<file path="src/rtl/maxpool2x2_stream_if.sv">
// Handshake bundle for maxpool2x2_stream: pixel input side and pooled output side.
// slave = pooling stage, master = upstream producer / downstream consumer.
interface maxpool2x2_stream_if #(
  parameter int DATA_WIDTH = 16
);
  logic [DATA_WIDTH-1:0] in_data;
  logic                  in_valid;
  logic                  in_ready;
  logic [DATA_WIDTH-1:0] out_data;
  logic                  out_valid;
  logic                  out_ready;
  logic                  out_last;

  modport master (
    output in_data, in_valid, out_ready,
    input  in_ready, out_data, out_valid, out_last
  );

  modport slave (
    input  in_data, in_valid, out_ready,
    output in_ready, out_data, out_valid, out_last
  );
endinterface

</file>
<file path="src/rtl/maxpool2x2_stream.sv">
// Streaming 2x2/stride-2 signed max-pool over a raster WxH map; result registered 1 cycle after the window's last pixel.
// Backpressure: single output register; in_ready drops only while a pooled pixel is pending and not taken.
module maxpool2x2_stream #(
  parameter int W          = 24,
  parameter int H          = 24,
  parameter int DATA_WIDTH = 16
) (
  input  logic                 clk,
  input  logic                 rst,
  maxpool2x2_stream_if.slave   io_bus
);
  localparam int HW = W / 2;
  localparam int CW = $clog2(W);
  localparam int RW = $clog2(H);
  localparam int LW = (HW > 1) ? $clog2(HW) : 1;

  typedef logic signed [DATA_WIDTH-1:0] px_t;

  logic [CW-1:0] r_col;
  logic [RW-1:0] r_row;
  px_t           r_pair;
  px_t           r_lbuf [HW];
  px_t           r_out_data;
  logic          r_out_valid;
  logic          r_out_last;

  logic          w_in_fire;
  logic          w_out_fire;
  logic          w_col_last;
  logic          w_row_last;
  logic          w_win_done;
  logic [LW-1:0] w_lb_idx;
  px_t           w_pix;
  px_t           w_pair_max;
  px_t           w_win_max;

  assign w_pix      = px_t'(io_bus.in_data);
  assign w_in_fire  = io_bus.in_valid && io_bus.in_ready;
  assign w_out_fire = r_out_valid && io_bus.out_ready;
  assign w_col_last = (r_col == CW'(W - 1));
  assign w_row_last = (r_row == RW'(H - 1));
  assign w_win_done = w_in_fire && r_col[0] && r_row[0];
  assign w_lb_idx   = LW'(r_col >> 1);

  // Horizontal pair max, then combined with the partial max saved from the row above.
  assign w_pair_max = (w_pix > r_pair) ? w_pix : r_pair;
  assign w_win_max  = (r_lbuf[w_lb_idx] > w_pair_max) ? r_lbuf[w_lb_idx] : w_pair_max;

  assign io_bus.in_ready  = !r_out_valid || io_bus.out_ready;
  assign io_bus.out_data  = r_out_data;
  assign io_bus.out_valid = r_out_valid;
  assign io_bus.out_last  = r_out_last;

  always_ff @(posedge clk or posedge rst) begin
    if (rst) begin
      r_col       <= '0;
      r_row       <= '0;
      r_pair      <= '0;
      for (int i = 0; i < HW; i++) begin
        r_lbuf[i] <= '0;
      end
      r_out_data  <= '0;
      r_out_valid <= 1'b0;
      r_out_last  <= 1'b0;
    end else begin
      if (w_in_fire) begin
        if (w_col_last) begin
          r_col <= '0;
          r_row <= w_row_last ? '0 : r_row + 1'b1;
        end else begin
          r_col <= r_col + 1'b1;
        end

        if (!r_col[0]) begin
          r_pair <= w_pix;
        end else if (!r_row[0]) begin
          r_lbuf[w_lb_idx] <= w_pair_max;
        end
      end

      // A new result wins over clearing: the old one is being taken this same cycle.
      if (w_win_done) begin
        r_out_data  <= w_win_max;
        r_out_valid <= 1'b1;
        r_out_last  <= w_col_last && w_row_last;
      end else if (w_out_fire) begin
        r_out_valid <= 1'b0;
      end
    end
  end
endmodule
</file>
<file path="src/flat_wrapper.sv">
// flat-port wrapper written by rule: the top's interface ports become plain ports
module maxpool2x2_stream_flat 
#(
  parameter int W          = 24,
  parameter int H          = 24,
  parameter int DATA_WIDTH = 16
)
  (clk, rst, io_bus_in_data, io_bus_in_valid, io_bus_out_ready, io_bus_in_ready, io_bus_out_data, io_bus_out_valid, io_bus_out_last);
  maxpool2x2_stream_if #(.DATA_WIDTH(DATA_WIDTH)) io_bus_i ();
  input  logic clk;
  input  logic rst;
  input wire logic [$bits(io_bus_i.in_data)-1:0] io_bus_in_data;
  input wire logic [$bits(io_bus_i.in_valid)-1:0] io_bus_in_valid;
  input wire logic [$bits(io_bus_i.out_ready)-1:0] io_bus_out_ready;
  output wire logic [$bits(io_bus_i.in_ready)-1:0] io_bus_in_ready;
  output wire logic [$bits(io_bus_i.out_data)-1:0] io_bus_out_data;
  output wire logic [$bits(io_bus_i.out_valid)-1:0] io_bus_out_valid;
  output wire logic [$bits(io_bus_i.out_last)-1:0] io_bus_out_last;
  assign io_bus_i.in_data = io_bus_in_data;
  assign io_bus_i.in_valid = io_bus_in_valid;
  assign io_bus_i.out_ready = io_bus_out_ready;
  assign io_bus_in_ready = io_bus_i.in_ready;
  assign io_bus_out_data = io_bus_i.out_data;
  assign io_bus_out_valid = io_bus_i.out_valid;
  assign io_bus_out_last = io_bus_i.out_last;
  maxpool2x2_stream #(.W(W), .H(H), .DATA_WIDTH(DATA_WIDTH)) u_core (.clk(clk), .rst(rst), .io_bus(io_bus_i));
endmodule
</file>
<file path="config.mk">
export PLATFORM = sky130hd
export DESIGN_NAME = maxpool2x2_stream_flat
export DESIGN_NICKNAME = d
export VERILOG_FILES = /design/src/rtl/maxpool2x2_stream_if.sv /design/src/rtl/maxpool2x2_stream.sv /design/src/flat_wrapper.sv
export SDC_FILE = /design/constraint.sdc
export NUM_CORES = 1
export LEC_CHECK = 0
export ABC_AREA = 1
export CAP_MARGIN = 40
export CORE_MARGIN = 2
export CORE_UTILIZATION = 45
export CTS_CLUSTER_DIAMETER = 60
export CTS_CLUSTER_SIZE = 24
export DETAILED_ROUTE_END_ITERATION = 12
export PLACE_DENSITY_LB_ADDON = 0.08
export SYNTH_ARGS = -nofsm -noshare
export SYNTH_HDL_FRONTEND = slang
export SYNTH_SLANG_ARGS = --single-unit
export TNS_END_PERCENT = 50
</file>
<file path="constraint.sdc">
create_clock -name clk -period 7.7 [get_ports clk]
set_clock_uncertainty 0.2 [all_clocks]
set_input_delay 1.54 -clock clk [delete_from_list [all_inputs] [get_ports clk]]
set_output_delay 1.54 -clock clk [all_outputs]
set_load 0.01 [all_outputs]
</file>
==> out/results.ini <==
[floorplan]
rows=59
ioPinCount=39
initial_core_util_pct=45.7
coreArea_sq_um=26000
die_h_um=166
die_x_um=166
dieArea_sq_um=27700

[synth]
synth_fp_nets=1609
synth_top_family_by_area=simple AND/OR/NAND/NOR gates
syn-cell-area_sq_um=11900
synth_area_per_cell_sq_um=7.63
synth-compound-area-share_pct=9.96
ys_seq_elements=236
muxShareOfSynthArea_pct=0
synth-simple-area-share_pct=29.4
synth_cells=1555
ys_seq_area_share_pct=49.7
ys_warn_count=0
yosys.cell_types.count=25
synth_adder_area_share_pct=3.58
synth_xor_xnor_area_share_pct=0.221

[sta]
setup_viol=0
slew_violations=0
max_freq_mhz=151
tightestPinTransition_ns=0.809
rsz0062_at_grt=no
timing.final.crit_period_ns=6.62
fin_crit_sh_pct=85.9
worst_slack_ns=1.08
slew_headroom_pct=46.1
hold_viol=0
final.setup.tns_ns=0

[power]
internal_power_uw=3440
p_seq_share_pct=32.5
p_leak_uw=0.00661
pwr-share-clk_pct=18.6
power_uw=6440
p_comb_share_pct=48.9
pwr_density_cell_nw_per_um2=486
switching_power_uw=3000
vdd_drop_max_v=0.000287
sw_frac_of_total_pct=46.6

[final_layout]
final_cell_mix=nand2_1, dfrtp_1, nor2_1
layout.cells.most_common=nand2_1
finalNetCount=1598
drive_above_1_share_pct=5.64
final_core_util_pct=51.0
final_cell_count_no_fill=1895
antenna_cells=0
syn_to_final_growth_pct=11.5

[placement]
place_ws_ns=0.649
hpwl_um=21100
dp_cells=1855
port_buffers=38
routabilityCongestion=0.891

[clocking]
post_cts_buffers=0
cts_hold_buf=0
cts_buffer_depth=3
clock_latency_ns=0.52
cts_buffers=22
cts_tree=built
cts_max_level=1
cts-resized-gates=0
clk_pin_slew_ns=0.07
cts.sinks=236
root_buffer=clkbuf_16

[setup_path]
cp_data_arrival_time_ns=6.83
cp-start-kind=input port
worstSetupEndpointType=flop
critical_path_required_ns=7.91
cp_max_fo=32
critical_path_class=input port to flop

[route]
detail-route-antenna-nets=0
drc=0
viasPerCell=5.24
routed_wl_um=33900
wl_per_cell_um=17.9
firstDrtPassIters=5
first_iter_violations=759
num_vias=9933

[global_routing]
grt_pass1_vias=9699
grt_overflow_total=0
grt_max_degree=147
antenna_found_initial=0
grt_use_total_pct=25.1
grt_pass1_wl_um=54900

[hold_path]
hold_class=flop to flop

[outcome]
status=finished, final reports clean

[flow_run]
cap_viol_max_count=0

==> flip-flops by register name, summed over array words and instances (netlist names) <==
register	cells
u_core.io_bus.out_data	16
u_core.r_col	5
u_core.r_row	5
u_core.io_bus.out_valid	1
u_core.r_lbuf	192
u_core.io_bus.out_last	1
u_core.r_pair	16
==> worst max-delay path, cell delays in order <==
cell and delay [ns]:
clkdlybuf4s50_1 0.48, ha_1 0.38, a21oi_1 0.16, o21ai_0 0.12
a21oi_2 0.15, nand3_2 0.51, nand3_2 0.23, buf_4 0.35
nand2_1 0.08, nand2_1 0.46, ha_1 0.38, nand2_1 0.08
inv_1 0.05, o21ai_0 0.07, nand2_1 0.07, nor2_1 0.16
nand3_1 0.44, nand3_1 0.75, nand3_1 0.18, nand2_1 0.10
nand2_1 0.05
==> final cells by class <==
type | instances | area [sq um]
multi-input cells | 1121 | 5140
well taps | 335 | 419
fillers | 2587 | 12700
repair buffers | 62 | 604
flip-flops and latches | 236 | 5910
clock buffers | 25 | 593
inverters | 101 | 383
clock inverters | 15 | 196
==> power groups by stage <==
stage	Sequential, uW	Clock (uW)	Combinational (uW)
finish	2090	1200	3150
detailed placement	2110	0	3150
global placement	2100	0	3100
global route	2170	1270	3610
floorplan	2050	0	2280
CTS	2090	1230	3170
==> cell usage after synthesis, drive strengths merged <==
cell    number  area [sq um]
a21o         2          15.0
nand3       29           155
nor3         4          25.0
o31ai        1          7.51
xor2         3          26.3
buf         51           290
a21oi      110           554
clkbuf      46           173
nand4       80           500
inv        100           375
ha          34           425
clkinv       1          3.75
nor2       176           693
dfrtp      236          5910
nand2      561          2120
o21ai      121           606
==> cells by family (layout without fill, tap and decap cells) <==
group	after synthesis	in the layout
DFF	236	236
xor gates and xnor gates	3	3
buffers and inverters	198	203
and+or+nand+nor	850	850
adders and majority gates	34	34
AOI/OAI and AO/OA	234	234
==> through the flow <==
step / cell area, sq um / hold WS (ns)
finish: 13200 / 0.286
global route: 13200 / 0.306
CTS: 13200 / 0.291
detailed placement: 12500 / 0.270
global placement: 12400 / 0.266
floorplan: 11900 / 0.249
==> metal layers <==
| metal | global-route usage, % | share of wire [%] | vias up | routed length, um |
|---|---|---|---|---|
| li1 | - | - | 4968 | - |
| met1 | 36.1 | 46 | 4690 | 15700 |
| met2 | 41.1 | 46 | 235 | 15500 |
| met3 | 3.16 | 5.7 | 40 | 1940 |
| met4 | 5.10 | 2.0 | 0 | 676 |
| met5 | 0 | 0 | - | 0 |
==> final timing paths <==
kind | from | endpoint | slack (ns) | cells after the start
worst max-delay path | io_bus_in_data[15] | u_core.io_bus.out_data[9] | 1.08 | 21
worst min-delay path | u_core.r_lbuf[17] | u_core.r_lbuf[17] | 0.29 | 2
worst max register to register | u_core.r_pair[1] | u_core.io_bus.out_data[9] | 2.14 | 25
worst min register to register | u_core.r_lbuf[17] | u_core.r_lbuf[17] | 0.29 | 2
max in group asynchronous | rst | u_core.r_lbuf[144] | 4.76 | 3
min in group asynchronous | rst | u_core.r_lbuf[136] | 1.28 | 2
Power figures use the tool's default switching activity.
